File: src/rtl/mem_port_arbiter.sv
// Two-requester (instruction fetch, load/store) arbiter onto a single Avalon-MM style port.
// Define MEM_ARB_ROUND_ROBIN_EN to alternate winners on ties instead of fixed data-first priority.
module mem_port_arbiter (
    input  logic        clk,
    input  logic        reset,
    input  logic        ifetch_req_i,
    input  logic [31:0] ifetch_addr_i,
    output logic        ifetch_grant_o,
    output logic        ifetch_rvalid_o,
    input  logic        data_req_i,
    input  logic        data_we_i,
    input  logic [31:0] data_addr_i,
    input  logic [3:0]  data_byte_en_i,
    input  logic [31:0] data_wdata_i,
    output logic        data_grant_o,
    output logic        data_rvalid_o,
    output logic [31:0] rdata_o,
    output logic [31:0] avm_address_o,
    output logic        avm_read_o,
    output logic        avm_write_o,
    output logic [3:0]  avm_byteenable_o,
    output logic [31:0] avm_writedata_o,
    input  logic        avm_waitrequest_i,
    input  logic [31:0] avm_readdata_i
);

    typedef enum logic [1:0] {IDLE, CMD, RESP} state_t;
    typedef enum logic {OWNER_FETCH = 1'b0, OWNER_DATA = 1'b1} owner_t;

    state_t      state_q, state_d;
    owner_t      owner_q, winner;
    logic        we_q;
    logic [31:2] addr_q;
    logic [3:0]  be_q;
    logic [31:0] wdata_q;
    logic        cmd_accept;
    logic        any_req;

    assign any_req = ifetch_req_i | data_req_i;
    assign rdata_o = avm_readdata_i;

`ifdef MEM_ARB_ROUND_ROBIN_EN
    owner_t last_q;

    // On a tie the requester that did not win last time goes first.
    always_comb begin
        winner = OWNER_FETCH;
        if (ifetch_req_i && data_req_i)
            winner = (last_q == OWNER_DATA) ? OWNER_FETCH : OWNER_DATA;
        else if (data_req_i)
            winner = OWNER_DATA;
    end

    always_ff @(posedge clk) begin
        if (reset)
            last_q <= OWNER_DATA;
        else if (cmd_accept)
            last_q <= owner_q;
    end
`else
    always_comb begin
        winner = data_req_i ? OWNER_DATA : OWNER_FETCH;
    end
`endif

    // Command fields are captured once in IDLE so they stay stable through any bus stall.
    always_ff @(posedge clk) begin
        if (reset) begin
            state_q <= IDLE;
            owner_q <= OWNER_FETCH;
            we_q    <= 1'b0;
            addr_q  <= '0;
            be_q    <= 4'b0000;
            wdata_q <= '0;
        end else begin
            state_q <= state_d;
            if (state_q == IDLE && any_req) begin
                owner_q <= winner;
                if (winner == OWNER_DATA) begin
                    we_q    <= data_we_i;
                    addr_q  <= data_addr_i[31:2];
                    be_q    <= data_byte_en_i;
                    wdata_q <= data_wdata_i;
                end else begin
                    we_q    <= 1'b0;
                    addr_q  <= ifetch_addr_i[31:2];
                    be_q    <= 4'b1111;
                    wdata_q <= '0;
                end
            end
        end
    end

    always_comb begin
        state_d          = state_q;
        cmd_accept       = 1'b0;
        avm_read_o       = 1'b0;
        avm_write_o      = 1'b0;
        avm_address_o    = '0;
        avm_byteenable_o = 4'b0000;
        avm_writedata_o  = '0;
        ifetch_rvalid_o  = 1'b0;
        data_rvalid_o    = 1'b0;
        case (state_q)
            IDLE: begin
                if (any_req)
                    state_d = CMD;
            end
            CMD: begin
                avm_read_o       = ~we_q;
                avm_write_o      = we_q;
                avm_address_o    = {addr_q, 2'b00};
                avm_byteenable_o = be_q;
                avm_writedata_o  = wdata_q;
                if (!avm_waitrequest_i) begin
                    cmd_accept = 1'b1;
                    state_d    = we_q ? IDLE : RESP;
                end
            end
            RESP: begin
                ifetch_rvalid_o = (owner_q == OWNER_FETCH);
                data_rvalid_o   = (owner_q == OWNER_DATA);
                state_d         = IDLE;
            end
            default: state_d = IDLE;
        endcase
    end

    assign ifetch_grant_o = cmd_accept && (owner_q == OWNER_FETCH);
    assign data_grant_o   = cmd_accept && (owner_q == OWNER_DATA);

endmodule

File: config.mk
export PLATFORM = sky130hd
export DESIGN_NAME = mem_port_arbiter
export DESIGN_NICKNAME = d
export VERILOG_FILES = /design/src/rtl/mem_port_arbiter.sv
export SDC_FILE = /design/constraint.sdc
export NUM_CORES = 1
export LEC_CHECK = 0
export ABC_AREA = 1
export CELL_PAD_IN_SITES_DETAIL_PLACEMENT = 2
export CELL_PAD_IN_SITES_GLOBAL_PLACEMENT = 2
export CORE_MARGIN = 1.5
export CORE_UTILIZATION = 17
export CTS_CLUSTER_DIAMETER = 30
export CTS_CLUSTER_SIZE = 40
export DETAILED_ROUTE_END_ITERATION = 8
export GPL_TIMING_DRIVEN = 0
export PLACE_DENSITY = 0.88
export SYNTH_ARGS = -nofsm -noshare
export SYNTH_HDL_FRONTEND = slang
export SYNTH_SLANG_ARGS = --single-unit
File: constraint.sdc
create_clock -name clk -period 1.35 [get_ports clk]
set_input_delay 0.135 -clock clk [delete_from_list [all_inputs] [get_ports clk]]
set_output_delay 0.135 -clock clk [all_outputs]
set_load 0.03 [all_outputs]
==> impl_summary.log <==
[metrics] run status: finished, violations left
[metrics] violations in the final reports: setup timing
[metrics] highest fanout seen on the critical path: 10
[metrics] dominant combinational cell family by area after synthesis: simple AND/OR/NAND/NOR gates
[metrics] horizontal die dimension: 154 um
[metrics] number of antenna violations at the first check in global routing: 0
[metrics] hold_ws: 127 ps
[metrics] via count of the first global-routing pass: 4952
[metrics] overall power after layout: 7.97 mW
[metrics] Met3 Wirelength: 1100 um
[metrics] Storage cell area: 1410 sq um
[metrics] gpl congestion: 0.709
[metrics] Slew @ Worst Pin: 724 ps
[metrics] Top Metal Used: met4
[metrics] area overhead of the layout relative to synthesis: 105%
[metrics] Post-synth top flop: dfxtp_1
[metrics] P_leak: 3.54 nW
[metrics] area of the core region: 22500 sq um
[metrics] fraction of layout instances using a drive strength above 1: 40.0%
[metrics] wire length the detailed router placed on met1: 7310 um
[metrics] DRT antenna net count: 0
[metrics] xor and xnor area share after synthesis: 0%
[metrics] number of remaining DRC errors: 0
[metrics] Final Routed Wirelength: 18500 um
[metrics] worst setup path class: reg2out
[metrics] mapped cell area: 3870 sq um
[metrics] most numerous cell in the Yosys netlist: nand2_1
[metrics] total setup violations reported at the end of the flow: 137
[metrics] all-layer global routing usage: 14.0%
[metrics] remaining max-slew budget at the tightest pin: 51.7%
[metrics] minimum setup slack after placement: -819 ps
[metrics] Layout Utilization: 35.3%
[metrics] post-synthesis share of cell area spent on and, or, nand and nor gates: 38.6%
[metrics] arrival time at the worst endpoint: 1480 ps
[metrics] Period Utilization, post-route: 120%
[metrics] PwrDens: 1000 nW/um^2
[metrics] initial drt markers: 75
[metrics] leading area contributor after synthesis: dfxtp_1
[metrics] I/O pin cnt: 244
[metrics] top achievable clock speed: 618 MHz
[metrics] Clk Tree Root Cell: clkbuf_16
[metrics] Num Clock Sinks: 70
[metrics] insertion delay to the later sink of the worst-skew pair: 340 ps
[metrics] post-synthesis compound-gate area fraction: 5.55%
[metrics] Die Span Y: 154 um
[metrics] clock period minus worst slack: 1620 ps
[metrics] H-tree levels: 3
[metrics] # diodes: 0
[metrics] FP Rows: 55
[metrics] Die ar.: 23700 sq um
[metrics] hold-fix buffers at CTS: 0
[metrics] Vias per Instance: 4.10
[metrics] number of cells in the finished layout apart from fillers: 1153
[metrics] asr flop ratio synth: 0%
[metrics] Finished Cell Area: 7930 sq um
[metrics] Detailed Routing Iterations Pass 1: 4
[metrics] final clock skew: 6.74 ps
[metrics] global-route wire length before repair: 25700 um
[metrics] clock tree from TritonCTS: yes
[metrics] routed wire length on met2: 9960 um
[metrics] DP Cell Count: 1112
[metrics] crit start category: flip-flop
[metrics] largest net degree at the start of global routing: 12
[metrics] worst hold path class: in2reg
[metrics] Synth Instances: 622
[metrics] portion of netlist area occupied by mux cells: 0%
[metrics] final HPWL from detailed placement: 12700 um
[metrics] element type at the critical path end: primary output
[metrics] IO Port Bufs: 204
[metrics] routed wirelength normalized by instance count: 16.0 um
[metrics] worst-case clock buffer depth: 2
[metrics] top area cells in the synthesized netlist: dfxtp_1 36%, nand2_1 18%, nor2_1 12%
[metrics] final max-slew violation count: 0
[metrics] Placement Cell Area: 6320 sq um
[metrics] leading cell types by count after synthesis: 187 x nand2_1, 124 x nor2_1, 72 x inv_1
[metrics] RSZ-0062 raised after global routing: yes
[metrics] area used by multi-input combinational logic: 2540 sq um
[metrics] register area share after synthesis: 36.2%
[metrics] maximum ir drop on the vdd rail: 635 uV
[metrics] number of enable flip-flop cells after synthesis: 0
[metrics] Post-Synthesis Mean Instance Area: 6.23 sq um
[metrics] Hold Fails Final Rpt: 0
[metrics] count of fill cells added during filler insertion: 2592
[metrics] adder-cell share of the synthesized area: 0%
[metrics] Distinct cells, synth: 20
[metrics] FF+latch count, synth: 70
[metrics] Data required, critical path: 1220 ps
[metrics] total clock buffers created by CTS: 9
[metrics] final setup TNS: -19860 ps
[metrics] via count: 4728
[metrics] grt total ovfl: 0
[metrics] setup ws final: -268 ps
[metrics] number of maximum-capacitance constraint violations: 0
[metrics] portion of synthesized cell area occupied by the leading cell type: 36.2%
[metrics] initial core utilization: 17.2%
[metrics] Clock Pin Slew Worst Setup and Hold Paths: 60 ps
[metrics] warning count from the yosys run: 0
[metrics] number of nets in the layout: 1001
layout make-up:
cell class	count	share of cell area [%]
sequential	70	17.7
buffer	71	8.09
inverter	75	3.58
timing repair buffer	230	29.8
clock inverter	3	0.820
multi-input combinational	406	32.1
clock buffer	13	3.41
tap	285	4.49
worst paths after layout:
kind,startpoint,end,slack [ps],depth (start not counted)
setup / recovery,state_q[1]$_SDFFE_PP0P_,avm_address_o[2],-270,6
hold / removal,reset,owner_q$_SDFFE_PP0P_,130,2
hold reg to reg,wdata_q[0]$_SDFFE_PP0P_,wdata_q[0]$_SDFFE_PP0P_,470,2
setup reg to reg,state_q[0]$_SDFFE_PP0P_,addr_q[7]$_SDFFE_PP0P_,-130,9
layer usage:
| layer | vias up | global-route usage, % |
|---|---|---|
| li1 | 2293 | - |
| met1 | 2289 | 15.6 |
| met2 | 141 | 25.7 |
| met3 | 5 | 4.71 |
| met4 | 0 | 3.10 |
| met5 | - | 0 |
worst max-delay path: stages, from the launching register on:
cell     delay, ps
dfxtp_2        350
nor2_4         150
inv_4           70
buf_12         150
buf_12         160
nor2_2         110
buf_6          150
flip-flops by register name, indices dropped and copies added (netlist names):
signal and flops:
wdata_q 32, addr_q 30, be_q 4, state_q 2, owner_q 1, we_q 1
cell families after synthesis:
family / Yosys count
DFF: 70
other: 1
buffers and inverters: 147
and+or+nand+nor: 361
AOI/OAI and AO/OA: 43
report_power, final:
| part | internal, mW | leakage, nW | total [mW] | switching [mW] |
|---|---|---|---|---|
| clock | 1.77 | 0.166 | 2.69 | 0.921 |
| sequential | 2.25 | 0.579 | 2.36 | 0.110 |
| combinational | 1.35 | 2.79 | 2.92 | 1.57 |
| total | 5.36 | 3.54 | 7.97 | 2.60 |
cell usage in the layout (no fill, tap or decap), drive strengths merged:
cell type / netlist / routed
a21oi: 39 / 39
buf: 62 / 151
bufinv: 0 / 2
clkbuf: 10 / 31
clkdlybuf4s50: 0 / 132
clkinv: 0 / 1
conb: 1 / 2
dfxtp: 70 / 70
inv: 75 / 75
nand2: 189 / 189
nand3: 33 / 33
nor2: 136 / 136
nor3: 3 / 3
o21ai: 4 / 4
what timing repair did:
item,4_1_cts,5_1_grt
gates cloned,0,8
pin swaps,3,22
setup buffers,7,11
resized for setup,517,231
endpoints found under the hold margin,0,0
endpoints found under the setup margin,100,141
(Power assumes the default switching activity.)
